`config.mk`:
```
export PLATFORM = sky130hd
export DESIGN_NAME = logical_unit_pipe
export DESIGN_NICKNAME = d
export VERILOG_FILES = /design/src/rtl/logical_unit_pipe.sv
export SDC_FILE = /design/constraint.sdc
export NUM_CORES = 1
export LEC_CHECK = 0
export BUFFER_PORTS_ARGS = -buffer_cell sky130_fd_sc_hd__buf_4
export CAP_MARGIN = 20
export CORE_UTILIZATION = 35
export DETAILED_ROUTE_END_ITERATION = 7
export SLEW_MARGIN = 15
export SYNTH_ARGS = -nofsm -noshare
export SYNTH_HDL_FRONTEND = slang
export SYNTH_SLANG_ARGS = --single-unit
```
`constraint.sdc`:
```
create_clock -name lu_clk -period 1.7 [get_ports lu_clk]
set_input_delay 0.085 -clock lu_clk [delete_from_list [all_inputs] [get_ports lu_clk]]
set_output_delay 0.085 -clock lu_clk [all_outputs]
set_load 0.05 [all_outputs]
```
`src/rtl/logical_unit_pipe.sv`:
```
// logical_unit_pipe: two-stage pipelined bitwise logic unit with valid/ready on both sides.
// Define LU_FLAGS_EN to add registered zero_flag / parity_flag outputs.
module logical_unit_pipe #(
   parameter int unsigned WIDTH = 64,
   parameter int unsigned CNT_W = 16
) (
   input  logic             lu_clk,
   input  logic             lu_rst_n,
   input  logic             in_valid,
   output logic             in_ready,
   input  logic [WIDTH-1:0] a,
   input  logic [WIDTH-1:0] b,
   input  logic [3:0]       opcode,
   output logic             out_valid,
   input  logic             out_ready,
   output logic [WIDTH-1:0] c,
   output logic             op_err,
   output logic [CNT_W-1:0] op_count
`ifdef LU_FLAGS_EN
   ,
   output logic             zero_flag,
   output logic             parity_flag
`endif
);

   localparam logic [3:0] OP_OR    = 4'd0;
   localparam logic [3:0] OP_AND   = 4'd1;
   localparam logic [3:0] OP_XOR   = 4'd2;
   localparam logic [3:0] OP_NOR   = 4'd3;
   localparam logic [3:0] OP_NAND  = 4'd4;
   localparam logic [3:0] OP_XNOR  = 4'd5;
   localparam logic [3:0] OP_NOTA  = 4'd6;
   localparam logic [3:0] OP_NOTB  = 4'd7;
   localparam logic [3:0] OP_PASSA = 4'd8;
   localparam logic [3:0] OP_PASSB = 4'd9;
   localparam logic [3:0] OP_ANDN  = 4'd10;
   localparam logic [3:0] OP_ORN   = 4'd11;

   // Stage 1 registers
   logic             s1_valid_q, s1_valid_d;
   logic [WIDTH-1:0] s1_a_q;
   logic [WIDTH-1:0] s1_b_q;
   logic [3:0]       s1_op_q;

   // Stage 2 registers
   logic             out_valid_q, out_valid_d;
   logic [WIDTH-1:0] c_q;
   logic             err_q;
   logic [CNT_W-1:0] cnt_q, cnt_d;

   logic             s2_take;
   logic             in_fire;
   logic             s1_move;
   logic             out_fire;
   logic [WIDTH-1:0] res_c;
   logic             res_err;

   assign s2_take  = !out_valid_q || out_ready;
   assign in_ready = !s1_valid_q || s2_take;
   assign in_fire  = in_valid && in_ready;
   assign s1_move  = s1_valid_q && s2_take;
   assign out_fire = out_valid_q && out_ready;

   always_comb begin
      res_c   = '0;
      res_err = 1'b0;
      case (s1_op_q)
         OP_OR:    res_c = s1_a_q | s1_b_q;
         OP_AND:   res_c = s1_a_q & s1_b_q;
         OP_XOR:   res_c = s1_a_q ^ s1_b_q;
         OP_NOR:   res_c = ~(s1_a_q | s1_b_q);
         OP_NAND:  res_c = ~(s1_a_q & s1_b_q);
         OP_XNOR:  res_c = ~(s1_a_q ^ s1_b_q);
         OP_NOTA:  res_c = ~s1_a_q;
         OP_NOTB:  res_c = ~s1_b_q;
         OP_PASSA: res_c = s1_a_q;
         OP_PASSB: res_c = s1_b_q;
         OP_ANDN:  res_c = s1_a_q & ~s1_b_q;
         OP_ORN:   res_c = s1_a_q | ~s1_b_q;
         default:  res_err = 1'b1;
      endcase
   end

   // A new beat may land in S1 in the same cycle the old one moves on.
   always_comb begin
      s1_valid_d = s1_valid_q;
      if (in_fire) begin
         s1_valid_d = 1'b1;
      end else if (s1_move) begin
         s1_valid_d = 1'b0;
      end
   end

   always_comb begin
      out_valid_d = out_valid_q;
      if (s1_move) begin
         out_valid_d = 1'b1;
      end else if (out_ready) begin
         out_valid_d = 1'b0;
      end
   end

   always_comb begin
      cnt_d = cnt_q;
      if (out_fire) begin
         cnt_d = cnt_q + CNT_W'(1);
      end
   end

   always_ff @(posedge lu_clk or negedge lu_rst_n) begin
      if (!lu_rst_n) begin
         s1_valid_q <= 1'b0;
         s1_a_q     <= '0;
         s1_b_q     <= '0;
         s1_op_q    <= '0;
      end else begin
         s1_valid_q <= s1_valid_d;
         if (in_fire) begin
            s1_a_q  <= a;
            s1_b_q  <= b;
            s1_op_q <= opcode;
         end
      end
   end

   always_ff @(posedge lu_clk or negedge lu_rst_n) begin
      if (!lu_rst_n) begin
         out_valid_q <= 1'b0;
         c_q         <= '0;
         err_q       <= 1'b0;
         cnt_q       <= '0;
      end else begin
         out_valid_q <= out_valid_d;
         cnt_q       <= cnt_d;
         if (s1_move) begin
            c_q   <= res_c;
            err_q <= res_err;
         end
      end
   end

   assign out_valid = out_valid_q;
   assign c         = c_q;
   assign op_err    = err_q;
   assign op_count  = cnt_q;

`ifdef LU_FLAGS_EN
   logic zero_q;
   logic parity_q;

   // Reserved opcodes yield res_c == 0, so zero=1 / parity=0 fall out naturally.
   always_ff @(posedge lu_clk or negedge lu_rst_n) begin
      if (!lu_rst_n) begin
         zero_q   <= 1'b1;
         parity_q <= 1'b0;
      end else if (s1_move) begin
         zero_q   <= ~|res_c;
         parity_q <= ^res_c;
      end
   end

   assign zero_flag   = zero_q;
   assign parity_flag = parity_q;
`endif

endmodule

```
==> metrics, run 1 <==
outcome complete, but fails checks; failing checks negative setup slack; Core Area 50300 sq um; row cnt 82; Starting Density a little over a third; count leader, synth ha_1; Crit. End Element flop; Die X about 230 um; via count approximately 18000; Post-Synthesis Cells ~1900; Die Height around 230 um; nets@finish slightly below 3000; WP data arrival ~2.5 ns; Placement Cell Area around 23000 sq um; grt total ovfl 0; Synth area leader dfrtp_1; initial antenna violation count 1; post-synthesis sequential area ratio between 30 and 40%; DRT iter0 DRCs approximately 1400; I/O pin cnt about 220; Max Root-Sink Buffers 3; area share of the largest cell type after synthesis between 30% and 40%; CTS clk-pin slew, worst paths roughly 0.070 ns; slack of the critical path -0.291 ns; Final Skew between 0.015 and 0.02 ns; Core Util, Final between 50% and 60%; TritonCTS clock tree built; f_max roughly 0.50 GHz; Async SR Flop Fraction between 90% and 100%; Clock Latency Late Sink roughly 0.58 ns; area occupied by registers approximately 5400 sq um; slew margin rel. between 60% and 70%; drt total wl 69700 um; diodes inserted 0; Mean Syn Cell Area 9.49 sq um; Hold Worst Slack around 0.15 ns; Routability Congestion roughly 0.94; RSZ-0062 raised after global routing true; vias per cell about 5.6; area occupied by multi-input gates roughly 12000 sq um; root buffer cell clkbuf_16; Peak VDD IR about 0.86 mV; Yosys reg bits about 220; global-route wire length before repair approximately 100000 um; Area growth syn-to-layout 50.8%; commonest cells in the netlist 257 x ha_1, 215 x dfrtp_1, 141 x mux2_2; Avg WL per Cell 21.8 um; setup violators final 76; vias in the first global route approximately 18000; CTS Sinks around 220; Synth cell types just over 70; worst min-delay path class in -> async; share of post-route cells with drive strength above 1 ~39%; DRC Markers 0; Lkg Pwr around 13 nW; crit path max fanout 16; WP data required between 2 and 2.5 ns; final period utilization 117%; # fillers approximately 4400; Design Power roughly 0.029 W; Syn Nets about 2300; cts bufs inserted 28; fin crit period 1.99 ns; DP HPWL about 46000 um; worst-margin pin slew 0.513 ns; Syn. warnings 0; Synth Cell Area between 15000 and 20000 sq um; max-slew violations 0; final hold vios 0; TritonRoute pass-1 iters 6; Synth area leaders dfrtp_1 30%, ha_1 18%, mux2_2 8.9%; pin count of the biggest net entering global routing 50; pwr dens approximately 1100 nW/um^2; Max Cap Viol 0; top_reg_cell synth dfrtp_1; Post-DRT Antenna Nets 0; number of buffers added on ports around 220; Post-synth EDFFs 0; Crit Path Category reg -> reg; post-route cell area 27000 sq um; Tot GR Track Use ~25%; htree depth 1; DIE AREA between 50000 and 60000 sq um; Critical Path Source Type flop
layout make-up:
type	instances	area share, %
sequential	215	20.0
multi-input combinational	1394	45.5
timing repair buffer	726	26.0
tap	672	3.12
clock inverter	11	0.431
clock buffer	40	3.03
inverter	137	1.92
critical path, stage by stage (launching register included):
cell,delay [ns]
dfrtp_4,0.57
buf_6,0.17
or3b_4,0.41
buf_12,0.18
o2bb2ai_2,0.17
a221oi_2,0.05
o211ai_1,0.21
a22o_1,0.15
layout by cell type (no fill, tap or decap), drive strengths merged, types with 14 or more instances in the layout:
cell type and instances:
inv 135, nand2b 26, o211ai 16, a221oi 26, o21ai 91, a21oi 90
a211oi 14, or3b 18, mux2 141, nor2 105, nor2b 18, a2bb2oi 21
dfrtp 215, mux2i 66, a221o 18, nand2 123, clkbuf 55, a22oi 34
a22o 23, buf 573, o2bb2ai 20, o221ai 31, o22ai 80, dlygate4sd3 137
nand3 24, ha 257, nand3b 18
flip-flops by register name, summed over array words and instances, names as in the netlist:
signal      flops
s1_a_q         64
s1_valid_q      1
out_valid       1
op_err          1
op_count       16
c              64
s1_b_q         64
s1_op_q         4
per-stage QoR:
stage / setup TNS (ns) / std cells / worst slack (ns)
after global placement: -13.79 / 2935 / -0.369
after global routing: -17.17 / 3195 / -0.367
after floorplan: -42.80 / 1885 / -0.360
after CTS: -10.31 / 3141 / -0.231
final: -12.74 / 3195 / -0.291
after detailed placement: -15.83 / 2935 / -0.353
per-layer routing:
metal  vias up  wire length, um  track usage (%)
met1      8801            29200             31.5
li1       8129                -                -
met5         -               10                0
met2       796            34000             42.1
met3       186             4260             3.15
met4         2             2170             9.10
cells by family (layout without fill, tap and decap cells):
kind of cell	Yosys count	count (layout)	share of synthesized area (%)
multiplexers	208	208	12.7
XOR/XNOR	15	15	0.734
buffers and inverters	279	914	7.18
adder cells (fa/ha/maj)	257	257	18.0
AND/OR/NAND/NOR	384	387	10.8
flip-flops	215	215	30.1
AO/OA/AOI/OAI	527	527	20.5
report_power, final:
part           leakage, nW  total (W)  switching (W)  internal [W]
Sequential            2.60    0.00738        0.00119       0.00619
Combinational         9.52     0.0152        0.00837       0.00682
Clock                0.453    0.00612        0.00249       0.00363
worst paths after layout:
check                           slack (ns)                startpoint  depth (start not counted)                  endpoint
worst min-delay path                  0.15                  lu_rst_n                          3    s1_a_q[55]$_DFFE_PN0P_
max in group asynchronous             0.63                  lu_rst_n                          3         c[13]$_DFFE_PN0P_
worst max-delay path                 -0.29    s1_op_q[0]$_DFFE_PN0P_                          7          c[3]$_DFFE_PN0P_
worst max register to register       -0.29    s1_op_q[0]$_DFFE_PN0P_                          7          c[3]$_DFFE_PN0P_
min in group lu_clk                   0.28                      b[7]                          3     s1_b_q[7]$_DFFE_PN0P_
worst min register to register        0.47  op_count[15]$_DFFE_PN0P_                          1  op_count[15]$_DFFE_PN0P_
repair_timing:
item / CTS / global route
cloned: 3 / 21
hold buffers: 138 / 0
buffers inserted: 15 / 34
pin swaps: 23 / 68
endpoints found under the hold margin: 350 / 0
resized for setup: 118 / 184
setup endpoints to repair: 65 / 127
Power figures use the tool's default switching activity.
==> run 2: changes to the inputs <==
CORE_ASPECT_RATIO = 1.4   (was default)
CORE_MARGIN = 2   (was default)
==> run 2 against run 1 <==
Final area is 1.8% higher. Register-to-register slack worse by 0.05 ns. Clock skew increased by 0.012 ns. Non-clock buffer count rose by 16. Clock power decreased by 2%. The run still ends with negative setup slack left. Largest cell class unchanged. Sequential cell count unchanged. Cell count shrank 0.16%. First-iteration DRC count down 27%. Fmax down 2.3%.
==> metrics, run 2 (synthesized netlist as in run 1, its figures left out) <==
I/O pin cnt approximately 220; Routability Congestion approximately 0.9; max incr delay on CP 0.55 ns; R2R Setup Slk -0.34 ns; Critical Path Source Type flop; nets@finish ~2900; initial antenna violation count 3; TritonCTS clock tree built; Critical Path, Cell by Cell buf_8 -> or3b_4 -> nor2_4 -> buf_12 -> a221oi_4 -> o211ai_1 -> a22o_1; cell count of the worst reg-to-reg path 7; Lkg Pwr 12.8 nW; Crit. End Element flop; worst min-delay path class in -> async; DIE AREA 53000 sq um; most common cell after layout, fill and taps aside buf_4; Tot GR Track Use 24.9%; DRT iter0 DRCs about 1000; cts bufs inserted 26; Avg WL per Cell 21.7 um; grt total ovfl 0; crit path max fanout 8; Design Power 0.0290 W; number of buffers added on ports about 220; CTS clk-pin slew, worst paths 0.07 ns; reg2reg start s1_op_q[1]$_DFFE_PN0P_; RR Endpoint c[46]$_DFFE_PN0P_; slowest CP cell dfrtp_4; M2 GR Usage between 40% and 50%; drt total wl 69200 um; Post-DRT Antenna Nets 0; global-route wire length before repair 104000 um; final hold vios 0; final period utilization 120%; Final Skew about 0.028 ns; Area growth syn-to-layout 53.5%; share of post-route cells with drive strength above 1 about two fifths; Placement Cell Area between 20000 and 25000 sq um; via count 17873; Die X a little under 200 um; row cnt 98; post-route cell area 27500 sq um; RSZ-0062 raised after global routing true; Clock Latency Late Sink between 0.5 and 0.6 ns; setup violators final 64; Critical path origin s1_op_q[1]$_DFFE_PN0P_; pin count of the biggest net entering global routing 50; met3 usage under 10%; WP data arrival approximately 2.5 ns; outcome complete, but fails checks; WP data required about 2.2 ns; slack of the critical path -0.338 ns; most frequent cells in the layout 447 x buf_4, 257 x ha_1, 206 x dfrtp_1; vias per cell 5.60; failing checks negative setup slack; root buffer cell clkbuf_16; vias in the first global route ~19000; Core Area around 51000 sq um; htree depth 1; DRC Markers 0; max-slew violations 0; Max Cap Viol 0; Max Root-Sink Buffers 3; Starting Density 35.2%; CTS Sinks 215; met1 Usage GRT between 20 and 30%; TritonRoute pass-1 iters 5; slew margin rel. roughly 67%; DP HPWL ~47000 um; Peak VDD IR 0.840 mV; fin crit period between 2 and 2.5 ns; f_max between 0.4 and 0.5 GHz; Crit Path Category reg -> reg; pwr dens ~1100 nW/um^2; most used routing layer met2; Die Height 272 um; worst-margin pin slew between 0.4 and 0.5 ns; Hold Worst Slack 0.0236 ns
-- run 2: metrics by stage --
| step | std cells | TNS [ns] | worst slack [ns] | util (%) |
|---|---|---|---|---|
| final | 3190 | -15.19 | -0.338 | 54.1 |
| after global routing | 3190 | -18.34 | -0.366 | 54.1 |
| after CTS | 3162 | -13.15 | -0.288 | 52.1 |
| after detailed placement | 2908 | -18.77 | -0.561 | 44.1 |
| after global placement | 2908 | -17.41 | -0.577 | 44.1 |
| after floorplan | 1885 | -42.80 | -0.360 | - |
-- run 2: worst max path at each step --
| stage | end | slack [ns] | depth (start not counted) |
|---|---|---|---|
| 2_1_floorplan | s1_a_q[0]$_DFFE_PN0P_ | -0.36 | 5 |
| 3_3_place_gp | c[8]$_DFFE_PN0P_ | -0.58 | 6 |
| 3_5_place_dp | c[8]$_DFFE_PN0P_ | -0.56 | 6 |
| 4_1_cts | c[46]$_DFFE_PN0P_ | -0.29 | 7 |
| 5_1_grt | c[46]$_DFFE_PN0P_ | -0.37 | 7 |
| 6_report | c[46]$_DFFE_PN0P_ | -0.34 | 7 |
-- run 2: cell type report --
cell class	count	area (sq um)
Inverter	137	522
Multi-Input combinational cell	1395	12600
Clock inverter	10	136
Fill cell	4450	23300
Timing Repair Buffer	742	7210
Clock buffer	38	756
Antenna cell	3	7.51
Tap cell	650	813
Sequential cell	215	5400
-- run 2: repair_timing --
item                                    in CTS  in global routing
gates cloned                                12                  6
hold endpoints to repair                   350                  0
pin swaps                                  119                112
buffers inserted                            65                 29
endpoints found under the setup margin      67                 65
gates resized for setup                    258                177
hold buffers                               135                  0
-- run 2: critical path: cells and delay by family, from the launching register on --
kind                   cells  cell delay [ns]
DFF                        1             0.55
AOI/OAI and AO/OA          3             0.64
and+or+nand+nor            2             0.42
buffers and inverters      2             0.32
-- run 2: metal layers --
layer	wire length [um]	part of all wire [%]	vias up
met5	0	0	-
met4	3840	5.6	0
met3	3580	5.2	210
met2	34600	50	726
met1	27100	39	8757
li1	-	-	8180
-- run 2: power by group --
part	internal, W	switching, W	leakage, nW	total (W)
Clock	0.00353	0.00245	0.443	0.00597
Combinational	0.00709	0.00855	9.70	0.0156
Sequential	0.00619	0.00120	2.60	0.00739
